<file path="config.mk">
export PLATFORM = sky130hd
export DESIGN_NAME = dot_seq_nxn_flat
export DESIGN_NICKNAME = d
export VERILOG_FILES = /design/src/rtl/dot_seq_nxn_pkg.sv /design/src/rtl/dot_seq_nxn_if.sv /design/src/rtl/dot_seq_nxn_lane_sum.sv /design/src/rtl/dot_seq_nxn.sv /design/src/flat_wrapper.sv
export SDC_FILE = /design/constraint.sdc
export NUM_CORES = 1
export LEC_CHECK = 0
export CORE_MARGIN = 2
export CORE_UTILIZATION = 64
export DETAILED_ROUTE_END_ITERATION = 10
export HOLD_SLACK_MARGIN = 0.1
export PLACE_DENSITY = 0.89
export SLEW_MARGIN = 20
export SYNTH_ARGS = -nofsm -noshare
export SYNTH_HDL_FRONTEND = slang
export SYNTH_SLANG_ARGS = --single-unit
export TNS_END_PERCENT = 5
</file>
<file path="constraint.sdc">
create_clock -name clk -period 15.6 [get_ports clk]
set_input_delay 3.12 -clock clk [delete_from_list [all_inputs] [get_ports clk]]
set_output_delay 3.12 -clock clk [all_outputs]
set_load 0.05 [all_outputs]
</file>
<file path="src/rtl/dot_seq_nxn_pkg.sv">
// dot_pkg: shared types and elaboration-time helpers for dot_seq_nxn.
//
// Contents:
//   dot_state_t        IDLE / RUN / DONE encoding of the engine FSM.
//   dot_steps()        number of RUN cycles (ARRAY_SIZE / LANES).
//   dot_cnt_bits()     step counter width, never less than 1 bit.
//   dot_sat_max/min()  signed limits of a w-bit two's complement value,
//                      returned at DOT_LIM_W bits so callers can size-cast.
package dot_pkg;

  typedef enum logic [1:0] {
    IDLE = 2'd0,
    RUN  = 2'd1,
    DONE = 2'd2
  } dot_state_t;

  localparam int DOT_LIM_W = 128;

  function automatic int dot_steps(input int array_size, input int lanes);
    return array_size / lanes;
  endfunction

  function automatic int dot_cnt_bits(input int steps);
    return (steps > 1) ? $clog2(steps) : 1;
  endfunction

  function automatic logic signed [DOT_LIM_W-1:0] dot_sat_max(input int w);
    return (DOT_LIM_W'(1) <<< (w - 1)) - DOT_LIM_W'(1);
  endfunction

  function automatic logic signed [DOT_LIM_W-1:0] dot_sat_min(input int w);
    return ~dot_sat_max(w);
  endfunction

endpackage

</file>
<file path="src/rtl/dot_seq_nxn_if.sv">
// dot_seq_nxn_if: operand/result bundle of the dot_seq_nxn engine.
//
// Handshake semantics (both channels):
//   A transfer happens on a rising clk edge where valid && ready are both
//   high. The producer holds valid and its payload stable until that edge;
//   valid never depends combinationally on ready. On the input channel
//   in_ready is high only while the engine is idle, and in_valid is ignored
//   otherwise. On the output channel out_valid, z and sat stay stable until
//   out_ready is seen; out_ready is ignored while out_valid is low.
//
// Signals:
//   in_valid/in_ready   operand pair handshake
//   a_vec/b_vec         ARRAY_SIZE packed signed elements, element i at
//                       [i*A_BITS +: A_BITS]
//   out_valid/out_ready result handshake
//   z                   signed dot product, Z_BITS wide
//   sat                 saturation flag for the presented result
//   busy                engine is running or holding a result
//
// Modports: slave = engine side, master = producer/consumer side.
interface dot_seq_nxn_if #(
  parameter int ARRAY_SIZE = 4,
  parameter int A_BITS     = 12,
  parameter int Z_BITS     = 28
);
  logic                         in_valid;
  logic                         in_ready;
  logic [ARRAY_SIZE*A_BITS-1:0] a_vec;
  logic [ARRAY_SIZE*A_BITS-1:0] b_vec;
  logic                         out_valid;
  logic                         out_ready;
  logic signed [Z_BITS-1:0]     z;
  logic                         sat;
  logic                         busy;

  modport slave (
    input  in_valid, a_vec, b_vec, out_ready,
    output in_ready, out_valid, z, sat, busy
  );

  modport master (
    output in_valid, a_vec, b_vec, out_ready,
    input  in_ready, out_valid, z, sat, busy
  );
endinterface

</file>
<file path="src/rtl/dot_seq_nxn_lane_sum.sv">
// dot_lane_sum: combinational LANES-way signed multiply and sum.
//
// Ports:
//   a_slice, b_slice  LANES packed signed elements, lane l at
//                     [l*A_BITS +: A_BITS]
//   lane_sum          sum of the LANES products, each product
//                     (2*A_BITS signed) sign-extended to S_BITS first
//
// S_BITS must be at least 2*A_BITS; when the caller needs the lane sum to
// be exact it adds $clog2(LANES) bits of headroom.
module dot_lane_sum #(
  parameter int LANES  = 1,
  parameter int A_BITS = 12,
  parameter int S_BITS = 28
) (
  input  logic [LANES*A_BITS-1:0] a_slice,
  input  logic [LANES*A_BITS-1:0] b_slice,
  output logic signed [S_BITS-1:0] lane_sum
);

  localparam int P_BITS = 2 * A_BITS;

  logic signed [P_BITS-1:0] prod [LANES];

  for (genvar l = 0; l < LANES; l++) begin : g_lane
    logic signed [A_BITS-1:0] a_e;
    logic signed [A_BITS-1:0] b_e;
    assign a_e = a_slice[l*A_BITS +: A_BITS];
    assign b_e = b_slice[l*A_BITS +: A_BITS];
    // Widen before multiplying so the product is computed at full width.
    assign prod[l] = P_BITS'(a_e) * P_BITS'(b_e);
  end

  // Written as a chain; synthesis rebalances it into a tree.
  always_comb begin
    lane_sum = '0;
    for (int l = 0; l < LANES; l++) begin
      lane_sum = lane_sum + S_BITS'(prod[l]);
    end
  end

endmodule

</file>
<file path="src/rtl/dot_seq_nxn.sv">
// dot_seq_nxn: sequenced signed dot-product engine.
//
// Accepts a pair of ARRAY_SIZE-element vectors, walks them LANES elements
// per cycle for STEPS = ARRAY_SIZE/LANES cycles, accumulates the products
// and presents the sum on a held valid/ready output.
//
// Ports:
//   clk        rising-edge clock
//   rst        asynchronous active-low reset (aborts any operation)
//   bus        dot_seq_nxn_if.slave: in_valid/in_ready/a_vec/b_vec,
//              out_valid/out_ready/z/sat/busy
//   state_dbg  current FSM state (dot_state_t encoding)
//
// Build option:
//   DOT_SAT_EN  when defined, each accumulation is computed with extra
//               headroom and clamped to the Z_BITS signed range; a sticky
//               sat flag records any clamp. When undefined the accumulator
//               wraps modulo 2^Z_BITS and sat is tied to 0.
module dot_seq_nxn
  import dot_pkg::*;
#(
  parameter int ARRAY_SIZE = 4,
  parameter int LANES      = 1,
  parameter int A_BITS     = 12,
  parameter int Z_BITS     = 28
) (
  input  logic                clk,
  input  logic                rst,
  dot_seq_nxn_if.slave        bus,
  output logic [1:0]          state_dbg
);

  localparam int STEPS  = dot_steps(ARRAY_SIZE, LANES);
  localparam int CNT_W  = dot_cnt_bits(STEPS);
  localparam int CHUNKS = 2 ** CNT_W;
  localparam int SLICE  = LANES * A_BITS;

`ifdef DOT_SAT_EN
  localparam int LANE_W = $clog2(LANES);
  localparam int SUM_W  = Z_BITS + LANE_W;
  localparam int ACC_W  = Z_BITS + LANE_W + 1;
  localparam logic signed [ACC_W-1:0] Z_MAX = ACC_W'(dot_sat_max(Z_BITS));
  localparam logic signed [ACC_W-1:0] Z_MIN = ACC_W'(dot_sat_min(Z_BITS));
`else
  localparam int SUM_W  = Z_BITS;
  localparam int ACC_W  = Z_BITS;
`endif

  localparam logic [CNT_W-1:0] LAST_STEP = CNT_W'(STEPS - 1);

  localparam logic [1:0] ST_IDLE = IDLE;
  localparam logic [1:0] ST_RUN  = RUN;
  localparam logic [1:0] ST_DONE = DONE;

  logic [1:0]                   state;
  logic [CNT_W-1:0]             step;
  logic [ARRAY_SIZE*A_BITS-1:0] a_reg;
  logic [ARRAY_SIZE*A_BITS-1:0] b_reg;
  logic signed [Z_BITS-1:0]     acc;
  logic signed [Z_BITS-1:0]     acc_next;
  logic signed [Z_BITS-1:0]     z_reg;
  logic                         out_valid_r;

  logic [SLICE-1:0]             a_slice;
  logic [SLICE-1:0]             b_slice;
  logic signed [SUM_W-1:0]      lane_sum;
  logic signed [ACC_W-1:0]      acc_wide;

  // Slice table padded to a power of two so the step counter indexes it
  // with exactly its own width; padding entries are never selected.
  logic [SLICE-1:0] a_chunks [CHUNKS];
  logic [SLICE-1:0] b_chunks [CHUNKS];

  for (genvar s = 0; s < CHUNKS; s++) begin : g_chunk
    if (s < STEPS) begin : g_used
      assign a_chunks[s] = a_reg[s*SLICE +: SLICE];
      assign b_chunks[s] = b_reg[s*SLICE +: SLICE];
    end else begin : g_pad
      assign a_chunks[s] = '0;
      assign b_chunks[s] = '0;
    end
  end

  assign a_slice = a_chunks[step];
  assign b_slice = b_chunks[step];

  dot_lane_sum #(
    .LANES  (LANES),
    .A_BITS (A_BITS),
    .S_BITS (SUM_W)
  ) u_lane_sum (
    .a_slice  (a_slice),
    .b_slice  (b_slice),
    .lane_sum (lane_sum)
  );

  assign acc_wide = ACC_W'(acc) + ACC_W'(lane_sum);

`ifdef DOT_SAT_EN
  logic clamp;
  logic sat_r;

  always_comb begin
    acc_next = Z_BITS'(acc_wide);
    clamp    = 1'b0;
    if (acc_wide > Z_MAX) begin
      acc_next = Z_BITS'(Z_MAX);
      clamp    = 1'b1;
    end else if (acc_wide < Z_MIN) begin
      acc_next = Z_BITS'(Z_MIN);
      clamp    = 1'b1;
    end
  end

  assign bus.sat = sat_r;
`else
  assign acc_next = acc_wide;
  assign bus.sat  = 1'b0;
`endif

  always_ff @(posedge clk or negedge rst) begin
    if (!rst) begin
      state       <= ST_IDLE;
      step        <= '0;
      a_reg       <= '0;
      b_reg       <= '0;
      acc         <= '0;
      z_reg       <= '0;
      out_valid_r <= 1'b0;
`ifdef DOT_SAT_EN
      sat_r       <= 1'b0;
`endif
    end else begin
      case (state)
        ST_IDLE: begin
          if (bus.in_valid) begin
            a_reg <= bus.a_vec;
            b_reg <= bus.b_vec;
            acc   <= '0;
            step  <= '0;
`ifdef DOT_SAT_EN
            sat_r <= 1'b0;
`endif
            state <= ST_RUN;
          end
        end
        ST_RUN: begin
          acc <= acc_next;
`ifdef DOT_SAT_EN
          sat_r <= sat_r | clamp;
`endif
          if (step == LAST_STEP) begin
            // Counter parks at 0 so it never indexes a padding slice.
            step        <= '0;
            z_reg       <= acc_next;
            out_valid_r <= 1'b1;
            state       <= ST_DONE;
          end else begin
            step <= step + CNT_W'(1);
          end
        end
        ST_DONE: begin
          if (bus.out_ready) begin
            out_valid_r <= 1'b0;
            state       <= ST_IDLE;
          end
        end
        default: state <= ST_IDLE;
      endcase
    end
  end

  assign bus.in_ready  = (state == ST_IDLE);
  assign bus.busy      = (state == ST_RUN) || (state == ST_DONE);
  assign bus.out_valid = out_valid_r;
  assign bus.z         = z_reg;
  assign state_dbg     = state;

endmodule

</file>
<file path="src/flat_wrapper.sv">
// flat-port wrapper written by rule: the top's interface ports become plain ports
module dot_seq_nxn_flat import dot_pkg::*;
#(
  parameter int ARRAY_SIZE = 4,
  parameter int LANES      = 1,
  parameter int A_BITS     = 12,
  parameter int Z_BITS     = 28
)
  (clk, rst, state_dbg, bus_in_valid, bus_a_vec, bus_b_vec, bus_out_ready, bus_in_ready, bus_out_valid, bus_z, bus_sat, bus_busy);
  dot_seq_nxn_if #(.ARRAY_SIZE(ARRAY_SIZE), .A_BITS(A_BITS), .Z_BITS(Z_BITS)) bus_i ();
  input  logic clk;
  input  logic rst;
  output logic [1:0] state_dbg;
  input wire logic [$bits(bus_i.in_valid)-1:0] bus_in_valid;
  input wire logic [$bits(bus_i.a_vec)-1:0] bus_a_vec;
  input wire logic [$bits(bus_i.b_vec)-1:0] bus_b_vec;
  input wire logic [$bits(bus_i.out_ready)-1:0] bus_out_ready;
  output wire logic [$bits(bus_i.in_ready)-1:0] bus_in_ready;
  output wire logic [$bits(bus_i.out_valid)-1:0] bus_out_valid;
  output wire logic [$bits(bus_i.z)-1:0] bus_z;
  output wire logic [$bits(bus_i.sat)-1:0] bus_sat;
  output wire logic [$bits(bus_i.busy)-1:0] bus_busy;
  assign bus_i.in_valid = bus_in_valid;
  assign bus_i.a_vec = bus_a_vec;
  assign bus_i.b_vec = bus_b_vec;
  assign bus_i.out_ready = bus_out_ready;
  assign bus_in_ready = bus_i.in_ready;
  assign bus_out_valid = bus_i.out_valid;
  assign bus_z = bus_i.z;
  assign bus_sat = bus_i.sat;
  assign bus_busy = bus_i.busy;
  dot_seq_nxn #(.ARRAY_SIZE(ARRAY_SIZE), .LANES(LANES), .A_BITS(A_BITS), .Z_BITS(Z_BITS)) u_core (.clk(clk), .rst(rst), .bus(bus_i), .state_dbg(state_dbg));
endmodule
</file>
======== After elaboration in Yosys (flattened, before gate mapping) ========
Index checks and enable logic that the tools add are counted.
W data, S select, Z words.
storage, ports and cells
  bits in registers ....................... 157
  bits of input ports ..................... 100
cells by class
  equal/unequal tests ..................... 6
  multiply operators ...................... 1
  order comparisons ....................... 1
  muxes and demuxes ....................... 18
  add/sub/neg operators ................... 2
  reductions and logical operators ........ 9
  bitwise gates (word level) .............. 1
operator list
  operator               count
  $pmux W28 S2           1
  $bmux W12 S2           2
  $mux W12               4
  $add A28 B24 Y28       1
  $mux W28               1
  $mul A12 B12 Y24       1
  $mux W2                5
  $pmux W2 S3            1
  $reduce_and A2 Y1      3
  $reduce_and A3 Y1      2
  $eq A2 B2 Y1 const B   2
  $ne A2 B2 Y1 const B   2
  $pmux W2 S2            1
  $reduce_bool A2 Y1     2
  $ge A3 B3 Y1 const B   1
  $not A2 Y3             1
  $add A2 B1 Y2 const B  1
  $eq A2 B1 Y1 const B   1
  $logic_not A2 Y1       1
  $mux W1                2
  $ne A2 B1 Y1 const B   1
  $pmux W1 S2            1
  $logic_or A1 B1 Y1     1

======== Depth between registers and ports, before layout ========
Gate-level depths: netlist (run 1).
  depth in word-level cells ............... 7
  gate-level depth with buffers ........... 25
  gate-level depth less buffers ........... 22

======== By module ========
A second synthesis (run 1) with hierarchy kept.
unflattened totals
  cells, all modules ...................... 1299
  area, all modules ....................... 13659.4 um2
modules (own cells, without submodules)
  module        area each (um2)  instances  cells an instance
  dot_seq_nxn   8116.5           1          660
  dot_lane_sum  5542.8           1          639

======== Least setup slack after synthesis (run 1) ========
Ideal clock, no wire load.
  path kind ............................... register to register
  start point ............................. register u_core.step[0]
  end point ............................... register u_core.acc[27]
  cell stages (with the launch flop) ...... 23
  arrival ................................. 6759 ps
  setup time .............................. 122 ps
  path buffers ............................ 3
  path slack .............................. 8719 ps
  cell sequence ........................... dfrtp_1 > buf_2 > buf_2 > mux4_2 > clkbuf_1 > nand2_1 > fa_1 > fa_1 > inv_1 > fa_1 > inv_1 > fa_1 > inv_1 > fa_1 > ha_1 > ha_1 > nand3_2 > nor2_2 > a21oi_2 > o211a_4 > or4_4 > a21o_1 > a32o_1
on the way
  longest elaborated chain between the ends .. 7
  elaborated cells between the ends (all ways) .. 10
  classes of those cells .................. add/sub (1); mul (1); mux (7); bitwise (1)
RTL lines
  what                                       line                                  RTL
  from (decl)                                dot_seq_nxn.sv:56                     logic [CNT_W-1:0] step;
  from (signal assigned)                     dot_seq_nxn.sv:159                    step <= step + CNT_W'(1);
  $not A2 Y3 (implied by the code) *         dot_seq_nxn.sv:84, dot_seq_nxn.sv:85
  $bmux W12 S2 (on tied branches)            dot_seq_nxn.sv:84, dot_seq_nxn.sv:85
  $mux W12 (on tied branches) (2 in series)  dot_seq_nxn.sv:84, dot_seq_nxn.sv:85
  $mul A12 B12 Y24 *                         dot_seq_nxn_lane_sum.sv:31            assign prod[l] = P_BITS'(a_e) * P_BITS'(b_e);
  $add A28 B24 Y28 *                         dot_seq_nxn.sv:97                     assign acc_wide = ACC_W'(acc) + ACC_W'(lane_sum);
  $pmux W28 S2 *                             dot_seq_nxn.sv:134                    case (state)
  to (signal assigned)                       dot_seq_nxn.sv:148                    acc <= acc_next;
  to (decl)                                  dot_seq_nxn.sv:59                     logic signed [Z_BITS-1:0] acc;
Every way passes the cells marked *; elsewhere a longest branch is shown, timed or not. The select of a mux whose other input is x is not followed.
A chain may end at the register's enable or synchronous reset.

======== Final worst setup path (run 1) ========
Same ends and word-level chain as after synthesis.

==> results of run 1 <==
==> cells by family (layout without fill, tap and decap cells) <==
group	count (synthesis)	after routing	synth area share
AOI/OAI and AO/OA	114	114	0.05945
xor gates and xnor gates	21	21	0.01359
adders and majority gates	258	258	0.3379
buffers and inverters	282	398	0.07887
DFF	157	157	0.2903
muxes	144	144	0.1387
other	1	1	0.0002771
and+or+nand+nor	224	224	0.08091
==> placed cells by master, fill, tap and decap left out, drive strengths merged, types with 5 or more instances in the layout <==
cell / instances
inv: 237
o21ai: 23
nand3: 8
nor3: 7
ha: 79
nand2: 99
o31ai: 6
a21o: 8
a22o: 22
mux4: 23
clkdlybuf4s50: 131
and2: 66
mux2: 118
clkbuf: 18
fa: 179
clkinv: 7
xor2: 6
buf: 5
dfrtp: 157
nor2: 25
a21oi: 20
xnor2: 15
==> metal layers <==
layer | part of all wire | global-route usage
met2 | 0.52 | 0.5564
met3 | 0.055 | 0.05015
met1 | 0.37 | 0.3884
met4 | 0.052 | 0.1667
met5 | 0 | 0
==> final cells by class <==
type	instances	area share
repair buffers	136	0.08664
multi-input cells	762	0.5466
clock buffers	18	0.02806
clock inverters	14	0.01055
inverters	230	0.05515
flip-flops and latches	157	0.2511
well taps	275	0.02198
==> worst max-delay path, stage by stage, from the launching register on <==
cell,delay (ps)
dfrtp_2,990
mux4_2,570
and2_1,230
inv_1,80
fa_1,1110
fa_1,540
inv_1,80
fa_1,450
fa_1,610
fa_1,460
ha_1,300
ha_1,440
nand3_2,170
o22ai_1,260
a21oi_2,100
o211a_4,270
or4_4,530
a21o_1,200
a32o_1,240
==> cell usage after synthesis (2+ instances only) <==
library cell,count
mux4_2,23
ha_1,79
inv_1,230
xor2_1,6
a22o_1,22
o31a_1,2
o22ai_1,2
or3_1,2
a31oi_1,4
a31o_2,3
nand2_1,99
mux2i_1,3
o31ai_1,6
clkbuf_1,40
nor3_1,7
o21bai_1,4
or4_1,2
buf_2,4
or2_2,4
a21o_1,8
o21a_1,2
a21boi_0,2
a21oi_1,19
and2_1,65
a32o_1,3
buf_1,7
a211oi_1,3
mux2_2,118
a22oi_1,2
dfrtp_1,157
o21ai_0,22
fa_1,179
nor2_1,24
xnor2_1,15
nand3_1,7
nand2b_1,4
==> worst min-delay path by stage <==
stage | from | end | slack [ps] | cells past startpoint
after CTS | u_core.acc[5] | u_core.acc[5] | 490 | 2
after floorplan | u_core.acc[15] | u_core.acc[15] | 450 | 2
final | u_core.acc[5] | u_core.acc[5] | 480 | 2
after global placement | u_core.acc[15] | u_core.acc[15] | 460 | 2
after global routing | u_core.b_reg[29] | u_core.b_reg[29] | 520 | 1
after detailed placement | u_core.acc[5] | u_core.acc[5] | 470 | 2
==> per-stage QoR <==
stage,std cells,hold WS [ps],cell area (µm²)
floorplan,1201,448.5,13530
global placement,1560,461.6,15040
detailed placement,1560,475.0,15040
CTS,1592,490.2,15650
global route,1592,521.4,15650
finish,1592,481.6,15650
==> results.json, run 1 <==
{
  "portBuffers": 132,
  "rsz0062_at_grt": "no",
  "antenna_found_initial": 0,
  "gp_congestion": 0.8682,
  "min_path_type": "reg2reg",
  "pin_count": 134,
  "startpoint": "u_core.step[0]",
  "wl_per_cell_um": 20.50,
  "synthCells": 1201,
  "synth.top_cell.area_share": 0.2903,
  "die_x_um": 149.4,
  "synthArstFlopShare": 1.000,
  "grt_pass1_wl_um": 54280,
  "dpl.hpwl_um": 23960,
  "cts_resized": 0,
  "r2r_slack_ps": 7810,
  "syn_avg_cell_area_um2": 11.27,
  "cp_max_fo": 28,
  "final.min_clock_period_ps": 7791,
  "wl_um": 32640,
  "grt_start_max_net_pins": 93,
  "worst_slew_margin_rel": 0.3514,
  "worst_setup_path_end_kind": "register",
  "layout-drive-gt1-share": 0.1481,
  "num_vias": 9308,
  "rr_startpoint": "u_core.step[0]",
  "start_util": 0.6478,
  "area_growth_pct": 15.68,
  "fillers": 1236,
  "clockBufferDepth": 2,
  "setup-tns-final_ps": 0,
  "finClkSkew_ps": 13.41,
  "setup_viol_count_final": 0,
  "setup_slack_ps": 7809,
  "drc": 0,
  "synth_nets": 1559,
  "cts_tree": "built",
  "avgViaCountPerCell": 5.847,
  "final_core_util": 0.7494,
  "start_kind": "register",
  "coreArea_um2": 20890,
  "maxSlewViolCount": 0,
  "overflow": 0,
  "cts-hold-fix-buffers": 0,
  "num_rows": 53,
  "final-seq-area_um2": 3930,
  "clk_pin_slew_ps": 70,
  "numCtsBuffers": 17,
  "multi_input_area_um2": 8556,
  "crit_end": "u_core.acc[27]",
  "synth_seq_area_share": 0.2903,
  "synth_top_area_cell": "dfrtp_1",
  "grt_usage": 0.3205,
  "worst_pin_slew_ps": 970.5,
  "r2r_end": "u_core.acc[27]",
  "layout.nets": 1662,
  "clock_latency_ps": 450,
  "htreeDepth": 4,
  "grt_pass1_vias": 10530,
  "fp.dieH_um": 149.4,
  "finalCritPeriodShare": 0.4994,
  "path_class": "reg2reg",
  "reg2reg_depth": 18,
  "ant_nets": 0,
  "yosys_warnings": 0,
  "status": "finished clean",
  "synth_area_leaders": "dfrtp_1 (29%), fa_1 (26%), mux2_2 (9.8%)",
  "synthFlopType": "dfrtp_1",
  "drv_cap": 0,
  "dieArea_um2": 22320,
  "postCtsSetupBuffers": 0,
  "synth_area_um2": 13530,
  "fmax_mhz": 128.4,
  "synth.distinct_cells": 58,
  "ys_ff_latch": 157,
  "root_buffer": "clkbuf_16",
  "first_iter_violations": 695,
  "cp_data_arrival_time_ps": 8120,
  "pre_cts_slack_ps": 7936,
  "diodes": 0,
  "cp.required_ps": 15930,
  "hold_violations": 0,
  "clock_sinks": 157,
  "first_pass_iters": 5,
  "synth_enable_flop_cells": 0
}
Power of run 1 is left out: the tool's default activity adds up to more than one toggle a clock period on the data nets, which glitch-free logic cannot reach.
==> run 2, diff against run 1 <==
--- a/config.mk
+++ b/config.mk
@@ -6,10 +6,10 @@
 export NUM_CORES = 1
 export LEC_CHECK = 0
 export CORE_MARGIN = 2
-export CORE_UTILIZATION = 64
+export CORE_UTILIZATION = 59
 export DETAILED_ROUTE_END_ITERATION = 10
 export HOLD_SLACK_MARGIN = 0.1
-export PLACE_DENSITY = 0.89
+export PLACE_DENSITY = 0.83
 export SLEW_MARGIN = 20
 export SYNTH_ARGS = -nofsm -noshare
 export SYNTH_HDL_FRONTEND = slang
==> constraint.sdc (replaced) <==
create_clock -name clk -period 7.9 [get_ports clk]
set_input_delay 1.58 -clock clk [delete_from_list [all_inputs] [get_ports clk]]
set_output_delay 1.58 -clock clk [all_outputs]
set_load 0.05 [all_outputs]
==> run 2 against run 1 <==
Effect of this change: non-clock buffer count rose by 4; critical path depth did not move; hold slack improved by 10 ps; via count fell by 1.6%.
==> results.json, run 2 (synthesis gave the netlist of run 1 again) <==
{
  "status": "finished clean",
  "setup_viol_count_final": 0,
  "gp_congestion": 0.9250,
  "fmax_mhz": 135.2,
  "htreeDepth": 4,
  "clock_latency_ps": 450,
  "final.min_clock_period_ps": 7399,
  "setup_slack_ps": 501.4,
  "cp_top_family": "adder cells",
  "pin_count": 134,
  "cp_common_cell": "fa_1",
  "cts-hold-fix-buffers": 0,
  "grt_pass1_wl_um": 51610,
  "die_x_um": 155.4,
  "clock_sinks": 157,
  "hold_violations": 0,
  "crit_slowest_cell": "fa_1",
  "grt_start_max_net_pins": 91,
  "first_pass_iters": 6,
  "layout-drive-gt1-share": 0.1506,
  "fin_cells": 1606,
  "cts_tree": "built",
  "worst_slew_margin_rel": 0.3240,
  "cp_data_arrival_time_ps": 7720,
  "num_rows": 55,
  "fp.dieH_um": 155.4,
  "drv_cap": 0,
  "dpl_cell_area_um2": 15090,
  "path_cells": "mux4_2 -> and2_1 -> inv_1 -> fa_1 -> fa_1 -> inv_1 -> fa_1 -> fa_1 -> fa_1 -> ha_1 -> ha_1 -> a21o_1 -> a21oi_1 -> nor2_1 -> o41ai_1 -> a21oi_1 -> or3_1 -> a32o_1",
  "grt_usage": 0.2761,
  "grt_pass1_vias": 10410,
  "num_vias": 9155,
  "finalCritPeriodShare": 0.9365,
  "finClkSkew_ps": 16.70,
  "ant_nets": 0,
  "dpl.hpwl_um": 23700,
  "path_class": "reg2reg",
  "dieArea_um2": 24160,
  "cp.required_ps": 8220,
  "wl_um": 30800,
  "layout.nets": 1666,
  "final_common_cell": "inv_1",
  "diodes": 0,
  "root_buffer": "clkbuf_16",
  "first_iter_violations": 568,
  "cts_resized": 0,
  "area_growth_pct": 16.03,
  "postCtsSetupBuffers": 0,
  "min_path_type": "reg2reg",
  "start_util": 0.5995,
  "place_inst": 1574,
  "portBuffers": 132,
  "clk_pin_slew_ps": 70,
  "avgViaCountPerCell": 5.700,
  "stdcell_area_um2": 15700,
  "worst_setup_path_end_kind": "register",
  "antenna_found_initial": 0,
  "setup-tns-final_ps": 0,
  "worst_pin_slew_ps": 1011,
  "maxSlewViolCount": 0,
  "wl_per_cell_um": 19.17,
  "final_cell_mix": "inv_1 (230), fa_1 (179), dfrtp_1 (156), clkdlybuf4s50_1 (131), mux2_2 (118)",
  "critical_path_buf_inv_count": 2,
  "clockBufferDepth": 2,
  "numCtsBuffers": 17,
  "start_kind": "register",
  "cp_max_fo": 17,
  "rsz0062_at_grt": "no",
  "pre_cts_slack_ps": 622.5,
  "drc": 0,
  "overflow": 0,
  "coreArea_um2": 22570,
  "critPathMaxStageDelay_ps": 850
}
## run 2: cell count changes in the layout (fill, tap and decap cells not counted), sizes merged
cell      before  now
clkinvlp       0    1
buf            5    9
inv          237  234
clkinv         7    9
## run 2: stage by stage
stage | hold WS (ps) | util
finish | 491.8 | 0.6956
global route | 515.7 | 0.6956
CTS | 488.2 | 0.6956
detailed placement | 469.0 | 0.6684
global placement | 461.6 | 0.6684
floorplan | 448.5 | -
## run 2: final cells by class
| cell class | count | area, µm² |
|---|---|---|
| multi-input cells | 762 | 8556 |
| fillers | 1597 | 6870 |
| flip-flops and latches | 157 | 3930 |
| repair buffers | 140 | 1383 |
| inverters | 230 | 863.3 |
| clock buffers | 18 | 439.2 |
| well taps | 285 | 356.6 |
| clock inverters | 14 | 173.9 |
## run 2: final timing paths
kind / endpoint / depth (start not counted) / start / slack, ps
min reg2reg: u_core.bus.z[6] / 2 / u_core.bus.z[6] / 490
max reg2reg: u_core.acc[24] / 18 / u_core.step[0] / 500
max in group asynchronous: u_core.bus.out_valid / 2 / rst / 5280
min: u_core.bus.z[6] / 2 / u_core.bus.z[6] / 490
max: u_core.acc[24] / 18 / u_core.step[0] / 500
min in group asynchronous: u_core.b_reg[41] / 1 / rst / 1190
## run 2: worst min-delay path: cells and delay by family (launching register included)
| family | cells | cell delay [ps] |
|---|---|---|
| compound gates | 1 | 60 |
| simple gates | 1 | 50 |
| flops | 1 | 350 |
## run 2: routing by layer
layer  track usage  vias up  part of all wire
li1              -     4047                 -
met2        0.4987      321              0.53
met1        0.3309     4696              0.38
met4        0.1123        0             0.037
met5             0        -                 0
met3       0.04373       91             0.047
Power of run 2 is left out for the same reason.
